--- src/rtl/boot_loader_pkg.sv ---
// Shared boot loader types and sizing: image geometry, header width and FSM state encoding.
package boot_loader_pkg;

  localparam int unsigned BITS           = 32;
  localparam int unsigned ADDRIW         = 4;
  localparam int unsigned ADDRW          = 4;
  localparam int unsigned BOOT_CNT_W     = 16;
  localparam int unsigned BOOT_HDR_BYTES = 2;
  localparam int unsigned MAX_WORDS      = 2 ** ADDRIW;

  typedef enum logic [2:0] {
    HDR_LO,
    HDR_HI,
    DATA,
    WRITE,
    FIN,
    CHK,
    DONE,
    ERR
  } boot_state_t;

endpackage

--- src/rtl/boot_loader.sv ---
// Serial bootloader: header + little-endian words from UART RX into I-MEM writes.
// Optional trailing XOR checksum byte enabled by defining BOOT_CHECKSUM_EN.
module boot_loader
  import boot_loader_pkg::*;
#(
  parameter int unsigned CNT_W = BOOT_CNT_W
) (
  input  logic             clk,
  input  logic             rst_n,
  input  logic [7:0]       rx_data,
  input  logic             rx_rdy,
  output logic             clr_rx_rdy,
  input  logic             boot_req,
  output logic [BITS-1:0]  wdata_data,
  output logic [ADDRW:0]   wdata_addr,
  output logic             we_boot,
  output logic             bootloading,
  output logic             boot_done,
  output logic             boot_err
);

  localparam int unsigned REM_W = ADDRIW + 1;

  boot_state_t      state, state_nx;
  logic [7:0]       cnt_lo, cnt_lo_nx;
  logic [CNT_W-1:0] cnt_full;
  logic [REM_W-1:0] rem, rem_nx;
  logic [1:0]       idx, idx_nx;
  logic [BITS-1:0]  word, word_nx;
  logic [ADDRW:0]   addr, addr_nx;
  logic             takes_byte;
  logic             accept;
`ifdef BOOT_CHECKSUM_EN
  logic [7:0]       csum, csum_nx;
`endif

  // The clr term blocks re-accepting the same byte while the UART has not yet dropped rx_rdy.
  always_comb begin
    takes_byte = (state == HDR_LO) || (state == HDR_HI) || (state == DATA) || (state == CHK);
    accept     = takes_byte && rx_rdy && !clr_rx_rdy;
    cnt_full   = CNT_W'({rx_data, cnt_lo});
    state_nx   = state;
    cnt_lo_nx  = cnt_lo;
    rem_nx     = rem;
    idx_nx     = idx;
    word_nx    = word;
    addr_nx    = addr;
    case (state)
      HDR_LO: if (accept) begin
        cnt_lo_nx = rx_data;
        state_nx  = HDR_HI;
      end
      HDR_HI: if (accept) begin
        if (cnt_full == '0) begin
          state_nx = FIN;
        end else if (cnt_full > CNT_W'(MAX_WORDS)) begin
          state_nx = ERR;
        end else begin
          state_nx = DATA;
          idx_nx   = '0;
          addr_nx  = '0;
          rem_nx   = REM_W'(cnt_full);
        end
      end
      DATA: if (accept) begin
        word_nx[{idx, 3'b000} +: 8] = rx_data;
        idx_nx = idx + 2'd1;
        if (idx == 2'd3) state_nx = WRITE;
      end
      WRITE: begin
        addr_nx  = addr + (ADDRW + 1)'(1);
        rem_nx   = rem - REM_W'(1);
        state_nx = (rem == REM_W'(1)) ? FIN : DATA;
      end
`ifdef BOOT_CHECKSUM_EN
      FIN: state_nx = CHK;
      CHK: if (accept) state_nx = (rx_data == csum) ? DONE : ERR;
`else
      FIN: state_nx = DONE;
`endif
      DONE: if (boot_req) state_nx = HDR_LO;
      ERR:  if (boot_req) state_nx = HDR_LO;
      default: state_nx = HDR_LO;
    endcase
  end

`ifdef BOOT_CHECKSUM_EN
  always_comb begin
    csum_nx = csum;
    if (accept && state == HDR_LO)
      csum_nx = rx_data;
    else if (accept && state != CHK)
      csum_nx = csum ^ rx_data;
  end

  always_ff @(posedge clk or negedge rst_n) begin
    if (!rst_n) csum <= '0;
    else        csum <= csum_nx;
  end
`endif

  always_ff @(posedge clk or negedge rst_n) begin
    if (!rst_n) begin
      state       <= HDR_LO;
      cnt_lo      <= '0;
      rem         <= '0;
      idx         <= '0;
      word        <= '0;
      addr        <= '0;
      clr_rx_rdy  <= 1'b0;
      we_boot     <= 1'b0;
      bootloading <= 1'b1;
      boot_done   <= 1'b0;
      boot_err    <= 1'b0;
    end else begin
      state       <= state_nx;
      cnt_lo      <= cnt_lo_nx;
      rem         <= rem_nx;
      idx         <= idx_nx;
      word        <= word_nx;
      addr        <= addr_nx;
      clr_rx_rdy  <= accept;
      // Status outputs are decoded from the next state so they line up with the state register.
      we_boot     <= (state_nx == WRITE);
      bootloading <= (state_nx != DONE);
      boot_done   <= (state_nx == DONE) && (state != DONE);
      boot_err    <= (state_nx == ERR);
    end
  end

  assign wdata_data = word;
  assign wdata_addr = addr;

endmodule
--- config.mk ---
export PLATFORM = sky130hd
export DESIGN_NAME = boot_loader
export DESIGN_NICKNAME = d
export VERILOG_FILES = /design/src/rtl/boot_loader_pkg.sv /design/src/rtl/boot_loader.sv
export SDC_FILE = /design/constraint.sdc
export NUM_CORES = 1
export LEC_CHECK = 0
export ABC_AREA = 1
export BUFFER_PORTS_ARGS = -buffer_cell sky130_fd_sc_hd__buf_2
export CAP_MARGIN = 20
export CORE_MARGIN = 5
export CORE_UTILIZATION = 45
export DETAILED_ROUTE_END_ITERATION = 8
export PLACE_DENSITY = 0.79
export SLEW_MARGIN = 20
export SYNTH_ARGS = -nofsm -noshare
export SYNTH_HDL_FRONTEND = slang
export SYNTH_SLANG_ARGS = --single-unit
--- constraint.sdc ---
create_clock -name clk -period 2 [get_ports clk]
set_input_delay 0.2 -clock clk [delete_from_list [all_inputs] [get_ports clk]]
set_output_delay 0.2 -clock clk [all_outputs]
set_load 0.005 [all_outputs]
==> run_results.csv, run 1 <==
group,metric,value,unit
drt,via_per_inst,5.24,
power,power_leakage,2.10,nW
timing,max_freq,563,MHz
clock_network,cts.sinks,60,
yosys,synth_top_family_by_area,"simple AND/OR/NAND/NOR gates",
clock_network,cts.clk_slew.worst_paths,0.08,ns
yosys,syn_area,3100,um^2
drt,drc,0,
run,cap_violations,0,
finish,design_area,3650,um^2
clock_network,clockRootBuffer,"clkbuf_8",
clock_network,clk_latency,0.35,ns
critical_path,cp-start-kind,"flip-flop",
timing,hold_slack,0.120,ns
placed_design,io_buffers,53,
floorplanning,die_h,93.1,um
floorplanning,initial_utilization,45.9,%
power,switching_power,0.00217,W
power,p_comb_share,39.8,%
finish,multi_input_area,1410,um^2
clock_network,cts_setup_buffers,0,
timing,finalHoldViolCount,0,
power,pwr_density_cell,1430,nW/um^2
timing,report.final.setup_viol,0,
timing,finalWorstSetupSlack,0.222,ns
clock_network,cts_tree,"built",
global_route,grt_max_degree,40,
drt,topRoutingLayerUsed,"met4",
critical_path,critPathMaxFanout,8,
yosys,synth-xor-area-share,1.13,%
critical_path,crit_type,"flip-flop to flip-flop",
clock_network,cts_buffers,9,
timing,post-route-min-period,1.78,ns
hold_path,worstHoldPathType,"primary input to flip-flop",
yosys,yosysWarningCount,0,
yosys,synth_cell_types,36,
power,vdd_drop_max,0.751,mV
floorplanning,core-area,6760,um^2
drt,wl_met2,3160,um
timing,fin_tns_setup,0,ns
timing,fin_skew,0.0134,ns
finish,final_cell_mix,"nand2_1, dfrtp_1, buf_2",
yosys,synthMuxAreaShare,1.09,%
yosys,synth.top_cells.by_area,"dfrtp_1, nand2_1, nand3_1",
power,p_sw_share,41.6,%
finish,nFillCells,624,
critical_path,arrival,2.07,ns
placed_design,placed_area,3430,um^2
timing,slew_headroom,60.3,%
critical_path,cp-end-kind,"flip-flop",
timing,period_share,88.9,%
global_route,grt_pass1_wl,11900,um
floorplanning,die_area,8660,um^2
timing,worst_pin_slew,0.596,ns
drt,ant_nets,0,
power,p_clk_share,22.3,%
finish,layout_commonest_cell,"nand2_1",
critical_path,critPathRequiredTime,2.29,ns
global_route,grt_pass1_vias,2433,
drt,wl_met1,3280,um
yosys,synth-simple-area-share,31.5,%
power,p_int,0.00305,W
finish,drive_gt1_share,25.7,%
yosys,synth_fa_ha_area_share,3.63,%
clock_network,cts_buffer_depth,2,
placed_design,gp_congestion,0.907,
drt,first_pass_iters,4,
finish,n_antenna_cell,0,
global_route,grt_overflow_total,0,
drt,totalWireLength,6980,um
yosys,synth-seq-cells,60,
drt,met3WireLength,454,um
floorplanning,io_pins,54,
floorplanning,die_w,93.1,um
floorplanning,placementRows,30,
placed_design,dp_slack,0.278,ns
drt,drt-initial-drc-count,178,
timing,slew_violations,0,
drt,routedWlPerCell,14.1,um
yosys,yosysTopAreaCell,"dfrtp_1",
yosys,syn_nets,372,
yosys,seq_area_frac_synth,48.4,%
placed_design,dp_hpwl,5060,um
status,status,"complete, no violations",
global_route,antenna_found_initial,0,
timing,rsz0062_at_grt,"false",
finish,nets,433,
yosys,netlist_instances,351,
yosys,syn_area_per_cell,8.84,um^2
power,pwr-share-seq,38.0,%
global_route,grt_util_all_layers,17.3,%
finish,syn2layout_area_growth,17.7,%
yosys,synth_compound_area_share,7.98,%
clock_network,htree_levels,3,
drt,num_vias,2603,
finish,area.sequential,1500,um^2
yosys,synth_top_cell_area_share,47.6,%
synthesized netlist by cell type:
cell type / count
inv_1: 28
dfrtp_1: 59
o21ai_0: 28
o211ai_1: 1
nand3_2: 2
nor2_2: 2
inv_2: 6
nor3_2: 1
nor3_1: 1
mux2_2: 3
nand2_2: 3
nor2_4: 4
o21a_1: 1
buf_2: 1
nand4_4: 1
nor2_8: 5
nand2_1: 87
nor2_1: 24
nand4_2: 1
clkbuf_1: 3
nand3_4: 1
o21bai_1: 1
nand2_4: 3
nand3_1: 39
ha_1: 9
clkinv_2: 1
xor2_1: 3
dfstp_2: 1
a21oi_1: 4
nand4_1: 10
or2_2: 1
o21ai_1: 13
buf_6: 1
buf_8: 1
xnor2_1: 1
buf_12: 1
metal layers:
| metal | vias to the layer above | GRT usage [%] |
|---|---|---|
| li1 | 1275 | - |
| met4 | 0 | 4.76 |
| met3 | 7 | 7.00 |
| met5 | - | 0 |
| met1 | 1232 | 23.9 |
| met2 | 89 | 25.1 |
repair_timing:
action                                  4_1_cts  5_1_grt
gates resized for setup                       0        0
endpoints found under the setup margin        0        0
endpoints found under the hold margin        59        0
hold buffers                                  1        0
kinds of logic after synthesis:
logic type	after synthesis
DFF	60
and+or+nand+nor	185
AOI/OAI and AO/OA	48
buffers and inverters	42
muxes	3
adders and majority gates	9
xor gates and xnor gates	4
worst max-delay path: stages (launching register included):
cell and delay, ns:
dfrtp_1 0.42, inv_1 0.10, ha_1 0.37, inv_1 0.22, nand2_1 0.10, nor2_2 0.29, nand3_1 0.13, nand2_1 0.07
flip-flops by register name, indices dropped and copies added (netlist names):
| signal | flops |
|---|---|
| wdata_data | 32 |
| cnt_lo | 8 |
| rem | 5 |
| wdata_addr | 5 |
| state | 3 |
| idx | 2 |
| boot_done | 1 |
| boot_err | 1 |
| bootloading | 1 |
| clr_rx_rdy | 1 |
| we_boot | 1 |
power by group through the flow:
| stage | Clock (W) | Combinational [W] | Sequential, W |
|---|---|---|---|
| final | 0.00116 | 0.00208 | 0.00198 |
| after global routing | 0.00124 | 0.00234 | 0.00204 |
| after CTS | 0.00119 | 0.00208 | 0.00198 |
| after detailed placement | 0 | 0.00207 | 0.00199 |
| after global placement | 0 | 0.00201 | 0.00197 |
| after floorplan | 0 | 0.00146 | 0.00198 |
metrics by stage:
stage	instances	total power, W	util (%)
after global routing	497	0.00562	54.1
after detailed placement	480	0.00406	50.8
after CTS	497	0.00525	54.1
final	497	0.00522	54.1
after global placement	480	0.00398	50.8
after floorplan	351	0.00344	-
cell type report:
class / count / area share [%]
inverters: 35 / 3.63
repair buffers: 57 / 8.15
well taps: 80 / 2.74
clock inverters: 3 / 1.20
multi-input cells: 249 / 38.5
flip-flops and latches: 60 / 41.1
clock buffers: 13 / 4.62
final timing paths:
kind | cells past startpoint | slack (ns) | from | endpoint
hold / removal | 3 | 0.12 | rx_data[7] | wdata_data[7]$_DFFE_PN0P_
setup reg to reg | 7 | 0.22 | idx[1]$_DFFE_PN0P_ | wdata_data[3]$_DFFE_PN0P_
setup / recovery | 7 | 0.22 | idx[1]$_DFFE_PN0P_ | wdata_data[3]$_DFFE_PN0P_
min in group asynchronous | 3 | 0.39 | rst_n | wdata_data[9]$_DFFE_PN0P_
max in group asynchronous | 3 | 1.27 | rst_n | wdata_data[22]$_DFFE_PN0P_
hold reg to reg | 2 | 0.49 | cnt_lo[7]$_DFFE_PN0P_ | cnt_lo[7]$_DFFE_PN0P_
No activity file was read; power rests on OpenSTA's default activity.
==> run 2, diff against run 1 <==
--- a/config.mk
+++ b/config.mk
@@ -12,6 +12,7 @@
 export CORE_UTILIZATION = 45
 export DETAILED_ROUTE_END_ITERATION = 8
 export PLACE_DENSITY = 0.79
+export REMOVE_ABC_BUFFERS = 1
 export SLEW_MARGIN = 20
 export SYNTH_ARGS = -nofsm -noshare
 export SYNTH_HDL_FRONTEND = slang
==> run 2 against run 1 <==
  * Power rose by 3.2%
  * Critical path type unchanged
  * Clock power is 14% higher
  * Non-clock buffer count did not move
  * Clock skew increased by 0.0013 ns
  * Via count down 1.2%
  * Worst hold slack better by 0.027 ns
  * Count of clock-buffer cells in the layout shrank 4
  * Routed wire length fell by 0.74%
  * Highest routed layer unchanged
==> run_results.csv, run 2 (synthesis results as in run 1) <==
group,metric,value,unit
status,status,"complete, no violations",
global_route,antenna_found_initial,0,
timing,post-route-min-period,1.74,ns
finish,nFillCells,613,
timing,worst_pin_slew,0.474,ns
placed_design,io_buffers,53,
global_route,grt_pass1_vias,2541,
drt,drt-initial-drc-count,152,
critical_path,cp-end-kind,"flip-flop",
timing,report.final.setup_viol,0,
critical_path,crit_type,"flip-flop to flip-flop",
clock_network,htree_levels,3,
clock_network,cts.clk_slew.worst_paths,0.08,ns
critical_path,arrival,2.00,ns
drt,num_vias,2572,
finish,post-route-util,54.9,%
drt,totalWireLength,6930,um
floorplanning,die_w,93.1,um
run,cap_violations,0,
placed_design,placed_area,3450,um^2
timing,rsz0062_at_grt,"false",
floorplanning,placementRows,30,
placed_design,dp_hpwl,5040,um
power,vdd_drop_max,0.568,mV
clock_network,cts_tree,"built",
power,power_leakage,2.11,nW
global_route,grt_max_degree,61,
finish,n_antenna_cell,0,
clock_network,cts_setup_buffers,0,
timing,fin_tns_setup,0,ns
critical_path,regToRegSetupSlack,0.26,ns
global_route,grt_util_all_layers,17.1,%
placed_design,gp_congestion,0.901,
finish,largest_reg_flops,32,
finish,syn2layout_area_growth,19.4,%
drt,via_per_inst,5.18,
floorplanning,initial_utilization,45.9,%
timing,fin_skew,0.0147,ns
power,pwr_density_cell,1450,nW/um^2
floorplanning,io_pins,54,
critical_path,cp-start-kind,"flip-flop",
critical_path,critPathRequiredTime,2.27,ns
timing,max_freq,576,MHz
finish,nets,433,
timing,hold_slack,0.147,ns
clock_network,clockRootBuffer,"clkbuf_8",
floorplanning,core-area,6760,um^2
finish,final_cell_mix,"nand2_1, dfrtp_1, buf_2",
clock_network,cts.sinks,60,
drt,drc,0,
timing,finalHoldViolCount,0,
timing,slew_violations,0,
clock_network,cts_buffer_depth,2,
drt,first_pass_iters,4,
global_route,grt_pass1_wl,11800,um
clock_network,cts_buffers,9,
finish,drive_gt1_share,25.9,%
clock_network,clk_latency,0.34,ns
finish,design_area,3710,um^2
critical_path,critPathMaxFanout,8,
timing,period_share,86.9,%
drt,routedWlPerCell,13.9,um
global_route,grt_overflow_total,0,
floorplanning,die_h,93.1,um
finish,layout_commonest_cell,"nand2_1",
floorplanning,die_area,8660,um^2
drt,ant_nets,0,
hold_path,worstHoldPathType,"primary input to flip-flop",
timing,slew_headroom,68.3,%
run 2: cell types whose count changed in the layout (fill, tap and decap cells not counted), sizes merged:
cell / change
bufinv: +2
clkbuf: -4
clkinvlp: +2
run 2: metal layers:
layer	vias up	global-route usage, %	part of all wire (%)	wire (um)
li1	1272	-	-	-
met1	1213	23.1	47	3290
met2	79	26.2	45	3150
met3	8	5.39	5.8	399
met4	0	5.25	1.4	94
met5	-	0	0	0
run 2: cell type report:
cell class,instances,area (um^2),area share [%]
Sequential cell,60,1500,40.5
Inverter,35,133,3.58
Clock inverter,7,115,3.11
Multi-Input combinational cell,249,1410,38.0
Clock buffer,9,124,3.34
Tap cell,80,100,2.70
Timing Repair Buffer,57,323,8.71
run 2: what timing repair did:
action / 4_1_cts / 5_1_grt
gates resized for setup: 0 / 1
hold endpoints to repair: 59 / 0
hold buffers: 1 / 0
endpoints found under the setup margin: 0 / 8
run 2: power breakdown:
| group | leakage [nW] | internal (W) | total [W] | switching, W |
|---|---|---|---|---|
| registers | 0.784 | 0.00165 | 0.00197 | 0.000324 |
| clock network | 0.115 | 0.000823 | 0.00132 | 0.000495 |
| logic | 1.21 | 0.000748 | 0.00210 | 0.00135 |
| total | 2.11 | 0.00322 | 0.00539 | 0.00217 |
run 2: final timing paths:
check	from	to	depth (start not counted)
setup / recovery	idx[1]$_DFFE_PN0P_	wdata_data[4]$_DFFE_PN0P_	7
hold / removal	rx_data[7]	wdata_data[7]$_DFFE_PN0P_	3
setup reg to reg	idx[1]$_DFFE_PN0P_	wdata_data[4]$_DFFE_PN0P_	7
hold reg to reg	wdata_data[14]$_DFFE_PN0P_	wdata_data[14]$_DFFE_PN0P_	2
max in group asynchronous	rst_n	bootloading$_DFF_PN1_	3
min in group asynchronous	rst_n	wdata_addr[1]$_DFFE_PN0P_	3
run 2: stage by stage:
| step | setup WS, ns | std cells | total power, W |
|---|---|---|---|
| CTS | 0.128 | 497 | 0.00542 |
| global route | 0.110 | 497 | 0.00579 |
| finish | 0.262 | 497 | 0.00539 |
| detailed placement | 0.162 | 480 | 0.00409 |
| floorplan | 0.119 | 344 | 0.00336 |
| global placement | 0.261 | 480 | 0.00400 |
run 2: critical path, cell delays in order (launching register included):
cell     delay [ns]
dfrtp_1        0.43
inv_1          0.10
ha_1           0.38
inv_1          0.19
nand2_1        0.09
nor2_2         0.28
nand3_1        0.12
nand2_1        0.08
